$ cat config.mk
export PLATFORM = sky130hd
export DESIGN_NAME = gpio_read_port
export DESIGN_NICKNAME = d
export VERILOG_FILES = /design/src/rtl/gpio_read_port.sv
export SDC_FILE = /design/constraint.sdc
export NUM_CORES = 1
export LEC_CHECK = 0
export BUFFER_PORTS_ARGS = -buffer_cell sky130_fd_sc_hd__buf_2
export CAP_MARGIN = 20
export CORE_MARGIN = 1
export CORE_UTILIZATION = 34
export DETAILED_ROUTE_END_ITERATION = 10
export GPL_TIMING_DRIVEN = 0
export PLACE_DENSITY_LB_ADDON = 0.2
export SLEW_MARGIN = 20
export SYNTH_ARGS = -nofsm -noshare
export SYNTH_HDL_FRONTEND = slang
export SYNTH_SLANG_ARGS = --single-unit
$ cat constraint.sdc
create_clock -name clk -period 1.7 [get_ports clk]
set_input_delay 0.085 -clock clk [delete_from_list [all_inputs] [get_ports clk]]
set_output_delay 0.085 -clock clk [all_outputs]
set_load 0.01 [all_outputs]
$ cat src/rtl/gpio_read_port.sv
// GPIO read port: synchronised pin levels, sticky change events with read-clear, and an interrupt line.
// Optional per-bit debounce filter is built when GPIO_DEBOUNCE_EN is defined.
module gpio_read_port #(
    parameter logic [31:0] DATA_ADDR       = 32'h0000ABCE,
    parameter logic [31:0] STAT_ADDR       = 32'h0000ABCF,
    parameter int unsigned DEBOUNCE_CYCLES = 4
) (
    input  logic        clk,
    input  logic        reset,
    input  logic [31:0] gpio_in,
    input  logic        rd_en,
    input  logic [31:0] rd_addr,
    output logic [31:0] rd_data,
    output logic        rd_valid,
    output logic        irq
);

    if (DEBOUNCE_CYCLES < 1 || DEBOUNCE_CYCLES > 15) begin : g_bad_cfg
        $error("DEBOUNCE_CYCLES must be in 1..15");
    end

    logic [31:0] r_sync1;
    logic [31:0] r_sync2;
    logic [31:0] w_level;
    logic [31:0] r_prev;
    logic [31:0] r_event;
    logic [31:0] r_rd_data;
    logic        r_rd_valid;
    logic        r_irq;

    logic        w_data_hit;
    logic        w_stat_hit;
    logic [31:0] w_edge;
    logic [31:0] w_clr;
    logic [31:0] w_event_nxt;

    always_ff @(posedge clk) begin
        if (reset) begin
            r_sync1 <= '0;
            r_sync2 <= '0;
        end else begin
            r_sync1 <= gpio_in;
            r_sync2 <= r_sync1;
        end
    end

`ifdef GPIO_DEBOUNCE_EN
    localparam logic [3:0] CNT_MAX = 4'(DEBOUNCE_CYCLES - 1);

    logic [3:0]  r_cnt [32];
    logic [31:0] r_level;

    // Counter runs only while the synchronised pin disagrees with the accepted level.
    always_ff @(posedge clk) begin
        if (reset) begin
            r_level <= '0;
            for (int unsigned i = 0; i < 32; i++) begin
                r_cnt[i] <= '0;
            end
        end else begin
            for (int unsigned i = 0; i < 32; i++) begin
                if (r_sync2[i] == r_level[i]) begin
                    r_cnt[i] <= '0;
                end else if (r_cnt[i] == CNT_MAX) begin
                    r_level[i] <= r_sync2[i];
                    r_cnt[i]   <= '0;
                end else begin
                    r_cnt[i] <= r_cnt[i] + 4'd1;
                end
            end
        end
    end

    assign w_level = r_level;
`else
    assign w_level = r_sync2;
`endif

    always_comb begin
        w_data_hit  = rd_en && (rd_addr == DATA_ADDR);
        w_stat_hit  = rd_en && (rd_addr == STAT_ADDR);
        w_edge      = w_level ^ r_prev;
        w_clr       = w_stat_hit ? r_event : '0;
        // New edges are OR'd in after the clear so a same-cycle edge survives.
        w_event_nxt = (r_event & ~w_clr) | w_edge;
    end

    always_ff @(posedge clk) begin
        if (reset) begin
            r_prev     <= '0;
            r_event    <= '0;
            r_irq      <= 1'b0;
            r_rd_data  <= '0;
            r_rd_valid <= 1'b0;
        end else begin
            r_prev     <= w_level;
            r_event    <= w_event_nxt;
            r_irq      <= |w_event_nxt;
            r_rd_valid <= w_data_hit || w_stat_hit;
            if (w_data_hit) begin
                r_rd_data <= w_level;
            end else if (w_stat_hit) begin
                r_rd_data <= r_event;
            end else begin
                r_rd_data <= '0;
            end
        end
    end

    assign rd_data  = r_rd_data;
    assign rd_valid = r_rd_valid;
    assign irq      = r_irq;

endmodule

==> results of run 1 <==
[logic make-up (layout without fill, tap and decap cells)]
logic type / after synthesis / count (layout) / share of synthesized area
and+or+nand+nor: 192 / 192 / 0.2149
muxes: 32 / 32 / 0.05998
xor gates and xnor gates: 32 / 32 / 0.05248
DFF: 162 / 162 / 0.6073
buffers and inverters: 25 / 188 / 0.02624
AOI/OAI and AO/OA: 34 / 34 / 0.03913
[layer usage]
| layer | global-route usage | vias to the layer above | share of wire |
|---|---|---|---|
| met5 | 0 | - | 0 |
| met1 | 0.1770 | 1703 | 0.45 |
| met3 | 0.05360 | 13 | 0.045 |
| met4 | 0.06022 | 0 | 0.015 |
| met2 | 0.2546 | 71 | 0.49 |
| li1 | - | 1867 | - |
[registers in the layout, indices dropped and copies added (netlist names)]
signal / count
r_event: 32
r_prev: 32
r_sync1: 32
r_sync2: 32
rd_data: 32
irq: 1
rd_valid: 1
[power by group through the flow]
stage               clock [mW]  combinational, mW  sequential, mW
floorplan                    0              0.316            4.10
global placement             0              0.467            4.12
detailed placement           0              0.475            4.12
CTS                       3.95              0.536            4.04
global route              4.15              0.585            4.06
finish                    3.87              0.525            4.04
[worst max path at each step]
stage	startpoint	to	slack (ns)	cells past startpoint
after floorplan	rd_addr[14]	r_event[21]$_SDFF_PP0_	0.13	6
after global placement	rd_addr[14]	r_event[28]$_SDFF_PP0_	-0.11	7
after detailed placement	rd_addr[14]	r_event[27]$_SDFF_PP0_	-0.12	7
after CTS	r_sync2[13]$_SDFF_PP0_	irq$_SDFF_PP0_	0.12	4
after global routing	r_sync2[13]$_SDFF_PP0_	irq$_SDFF_PP0_	0.01	4
final	r_sync2[13]$_SDFF_PP0_	irq$_SDFF_PP0_	0.13	4
[Yosys cell counts (all sizes together)]
cell type	number
dfxtp	162
nor2b	96
a21oi	32
mux2i	32
nand2	32
nor2	32
xnor2	32
clkbuf	14
nor4	13
nand4	11
buf	10
or4b	2
a31oi	1
and4	1
inv	1
nand3	1
nand3b	1
nand4bb	1
nor4b	1
nor4bb	1
o21ai	1
[through the flow]
step                instances  utilization  worst slack, ns  hold slack, ns  instance area, um2
finish                    851       0.4604           0.1315          0.1141                7025
global route              851       0.4604          0.01325          0.1079                7025
CTS                       851       0.4604           0.1153          0.1095                7025
detailed placement        787       0.3998          -0.1210          0.2971                6100
global placement          787       0.3998          -0.1125          0.2950                6100
floorplan                 477            -           0.1306          0.2132                5340
[final cells by class]
cell class / count / area, um2
Fill cell: 1459 / 8233
Tap cell: 211 / 264.0
Sequential cell: 162 / 3243
Clock buffer: 18 / 439.2
Timing Repair Buffer: 131 / 815.8
Multi-Input combinational cell: 290 / 1957
Inverter: 1 / 3.754
Buffer: 24 / 136.4
Clock inverter: 14 / 166.4
[cells in the final DEF (no fill, tap or decap), types with 2 or more instances in the layout]
| cell | count |
|---|---|
| xnor2_1 | 32 |
| nand2_1 | 22 |
| a21oi_1 | 22 |
| inv_6 | 7 |
| bufinv_16 | 2 |
| a21oi_2 | 10 |
| buf_2 | 100 |
| nor4_1 | 12 |
| nand4_1 | 11 |
| dfxtp_1 | 162 |
| buf_6 | 6 |
| buf_1 | 3 |
| clkbuf_16 | 17 |
| nor2b_1 | 96 |
| clkinv_4 | 3 |
| dlygate4sd3_1 | 32 |
| clkbuf_1 | 14 |
| mux2i_1 | 32 |
| nand2_2 | 10 |
| nor2_1 | 32 |
[tightest hold or removal path: stages]
cell and delay, ns:
buf_2 0.12, nand3b_4 0.21, nor2_1 0.08
==> impl_metrics.yaml, run 1 <==
timing:
  final-max-slew-violation-count: 0
  timing.final.crit_share: 0.9226
  hold_violations: 0
  tightest_slew_ns: 0.8140
  rsz0062_at_grt: "no"
  max_freq_mhz: 637.6
  clock_skew_ns: 0.01040
  fin_tns_setup_ns: 0
  setup_viol: 0
  maxSlewHeadroom: 0.4573
  period_needed_ns: 1.568
logic_synthesis:
  syn_area_per_cell_um2: 11.20
  ys_warn_count: 0
  syn_nets: 544
  synthTopCellsByArea: "dfxtp_1 (61%), nor2b_1 (11%), mux2i_1 (6.0%)"
  yosys.area.top_type: "dfxtp_1"
  synth-seq-cells: 162
  ys_seq_area_frac: 0.6073
  synth_top_area_frac: 0.6073
  synth_cell_types: 27
  syn-cell-area_mm2: 0.005340
  syn_inst: 477
setup_path:
  r2r-end: "irq$_SDFF_PP0_"
  r2r_slack_ns: 0.13
  cp_max_fo: 3
  reg2reg_depth: 4
  cp_top_family: "simple AND/OR/NAND/NOR gates"
  critPathKind: "register to register"
  crit_chain: "xnor2_1 > nand4_1 > nor4_1 > a31oi_1"
  critPathRequiredTime_ns: 1.97
  reg2reg_from: "r_sync2[13]$_SDFF_PP0_"
  crit_arrival_ns: 1.84
  end_kind: "register"
  start_kind: "register"
  critPathSlowestCell: "nor4_1"
  slowest_delay_ns: 0.44
  worst-path-buf-inv: 0
run:
  maxCapViolCount: 0
pwr:
  power.leakage_nw: 2.911
  seqPwrFrac: 0.479
  switching_share: 0.2312
  p_per_area_mw_per_mm2: 1200
  pwr-share-clk: 0.459
  pwr-share-comb: 0.062
  ir_worst_vdd_v: 0.0006895
  p_switching_mw: 1.949
  intPower_mw: 6.482
  p_total_mw: 8.431
clocking:
  htree_levels: 4
  clock-root-buffer: "clkbuf_16"
  path_clk_slew_ns: 0.06
  clock_sinks: 162
  numCtsBuffers: 17
  holdBufCountCts: 32
  ctsResizeCount: 0
  max-clock-path-buffers: 2
  post_cts_buffers: 0
  cts_tree: "yes"
  clk_latency_ns: 0.43
global_route:
  grt_pass1_wl_um: 18520
  grt_overflow: 0
  grt.total_usage: 0.1519
  grt_max_degree: 17
  grt_antenna_before_repair: 0
  grt_pass1_vias: 3758
finish:
  antenna_cells: 0
  drive_gt1_frac: 0.2547
  area_delta_synth_final_pct: 31.56
  nets: 694
route:
  wl_per_cell_um: 12.96
  vias: 3654
  drc: 0
  viasPerCell: 4.294
  finalWirelength_um: 11030
  firstDrtPassIters: 4
  drt_iter0_markers: 121
  drtAntennaViolNets: 0
floorplanning:
  num_rows: 45
  die_area_mm2: 0.01621
  dieHeight_um: 127.3
  pin_count: 101
  start_util: 0.3500
  die_x_um: 127.3
  coreArea_mm2: 0.01526
status:
  status: "complete, no violations"
hold_path:
  hp-class: "input port to register"
  hold_depth: 3
  hp-start: "reset"
  min_to: "rd_data[0]$_SDFF_PP0_"
placed_design:
  dpl.hpwl_um: 7707
  numPortBuffers: 99
  globalplace.congestion: 0.7809
Note: power is estimated with default switching activity, not from simulation.
==> run 2: changes to the inputs <==
- ABC_AREA: unset -> 1
==> impl_metrics.yaml, run 2 <==
status:
  status: "finished with violations"
  violations: "design-rule violations"
global_route:
  grt_antenna_before_repair: 0
  grt_pass1_vias: 3993
  grt_pass1_wl_um: 18710
  grt_max_degree: 17
  grt_overflow: 0
  grt.total_usage: 0.1498
clocking:
  path_clk_slew_ns: 0.06
  htree_levels: 4
  clock_sinks: 162
  numCtsBuffers: 17
  post_cts_buffers: 0
  clk_latency_ns: 0.42
  ctsResizeCount: 0
  clock-root-buffer: "clkbuf_16"
  max-clock-path-buffers: 2
  cts_tree: "yes"
  holdBufCountCts: 32
floorplanning:
  coreArea_mm2: 0.01583
  dieHeight_um: 129.3
  die_x_um: 129.3
  die_area_mm2: 0.01672
  start_util: 0.3481
  num_rows: 46
  pin_count: 101
route:
  viasPerCell: 4.113
  vias: 4323
  drtAntennaViolNets: 0
  drt_iter0_markers: 139
  firstDrtPassIters: 7
  wl_per_cell_um: 11.16
  finalWirelength_um: 11720
  drc: 1
timing:
  hold_violations: 0
  timing.final.crit_share: 0.8613
  max_freq_mhz: 683.0
  timing.final.ws_setup_ns: 0.2359
  rsz0062_at_grt: "no"
  setup_viol: 0
  fin_tns_setup_ns: 0
  final-max-slew-violation-count: 0
  tightest_slew_ns: 0.6463
  clock_skew_ns: 0.006320
  maxSlewHeadroom: 0.5691
  period_needed_ns: 1.464
logic_synthesis:
  synth-seq-cells: 162
  ys_seq_area_frac: 0.5887
  ys_warn_count: 0
  synth_edf_count: 0
  yosys-top-cells-count: "dfxtp_1 (162), nand2_1 (125), inv_1 (119)"
  synth_ff_type: "dfxtp_1"
  synth-async-reset-ratio: 0
  yosys.area.top_type: "dfxtp_1"
  syn_inst: 673
  syn_nets: 740
  synthTopCellsByArea: "dfxtp_1 (59%), nand2_1 (8.5%), inv_1 (8.1%)"
  synth_top_area_frac: 0.5887
  synth_cell_types: 21
  syn_area_per_cell_um2: 8.186
  syn-cell-area_mm2: 0.005509
  synth.most_common_cell: "dfxtp_1"
setup_path:
  critPathRequiredTime_ns: 2.02
  cp_max_fo: 10
  start_kind: "input port"
  crit_arrival_ns: 1.78
  critPathKind: "input port to register"
  end_kind: "register"
finish:
  antenna_cells: 0
  nets: 889
  final_common_cell: "dfxtp_1"
  utilization: 0.4538
  drive_gt1_frac: 0.1713
  area_delta_synth_final_pct: 30.39
  layout_common_cells: "dfxtp_1 (162), nand2_1 (125), inv_1 (119), buf_2 (104), nor2_1 (95)"
run:
  maxCapViolCount: 0
pwr:
  ir_worst_vdd_v: 0.0007776
  power.leakage_nw: 3.560
  p_per_area_mw_per_mm2: 1162
placed_design:
  place_ws_ns: -0.3000
  globalplace.congestion: 0.7126
  numPortBuffers: 98
  dpl.hpwl_um: 7942
hold_path:
  hp-class: "input port to register"
-- run 2: cell types whose count changed after synthesis, sizes merged, moves of 31 or more --
| cell | before | now |
|---|---|---|
| inv | 1 | 120 |
| nor2b | 96 | 0 |
| nand2 | 32 | 126 |
| nor2 | 32 | 97 |
| nand3 | 1 | 35 |
| mux2i | 32 | 0 |
| o21ai | 1 | 32 |
-- run 2: final cells by class --
class,count,area [um2]
Multi-Input combinational cell,364,1688
Clock inverter,13,150.1
Inverter,120,450.4
Buffer,27,127.6
Clock buffer,19,442.9
Sequential cell,162,3243
Timing Repair Buffer,130,810.8
Tap cell,216,270.3
Fill cell,1572,8645
-- run 2: stage by stage --
stage / hold slack [ns] / power (mW) / instances / instance area, um2
2_1_floorplan: 0.1920 / 4.412 / 673 / 5509
5_1_grt: 0.1205 / 8.686 / 1051 / 7183
3_5_place_dp: 0.2896 / 4.585 / 987 / 6270
3_3_place_gp: 0.2875 / 4.578 / 987 / 6270
4_1_cts: 0.07765 / 8.431 / 1051 / 7183
6_report: 0.07201 / 8.344 / 1051 / 7183
-- run 2: logic make-up after synthesis --
group / Yosys count / synth area share
flip-flops: 162 / 0.5887
AND/OR/NAND/NOR: 268 / 0.1974
AO/OA/AOI/OAI: 64 / 0.05814
XOR/XNOR: 32 / 0.05087
buffers and inverters: 147 / 0.1049
-- run 2: power by group --
part	switching, mW	internal [mW]	total, mW
combinational	0.286	0.251	0.537
clock	1.57	2.23	3.79
sequential	0.0656	3.95	4.01
total	1.92	6.42	8.34
-- run 2: layer usage --
| metal | GRT usage | up-vias | share of wire |
|---|---|---|---|
| met1 | 0.1799 | 1884 | 0.47 |
| met3 | 0.04418 | 14 | 0.053 |
| met2 | 0.2517 | 100 | 0.47 |
| met4 | 0.05813 | 0 | 0.016 |
| met5 | 0 | - | 0 |
| li1 | - | 2325 | - |
-- run 2: worst paths after layout --
kind                     startpoint                endpoint  slack, ns  depth (start not counted)
max                     rd_addr[25]  rd_data[30]$_SDFF_PP0_       0.24                          8
min reg2reg   r_sync1[6]$_SDFF_PP0_   r_sync2[6]$_SDFF_PP0_       0.40                          2
min                      rd_addr[0]   rd_data[0]$_SDFF_PP0_       0.07                          3
max reg2reg  r_sync2[13]$_SDFF_PP0_          irq$_SDFF_PP0_       0.35                          8
-- run 2: worst max-delay path, cell delays in order --
cell and delay (ns):
buf_2 0.10, inv_1 0.06, nand4_1 0.08, nor4_1 0.36, nand3_1 0.23, or2_1 0.32, clkbuf_1 0.25, o21ai_0 0.29
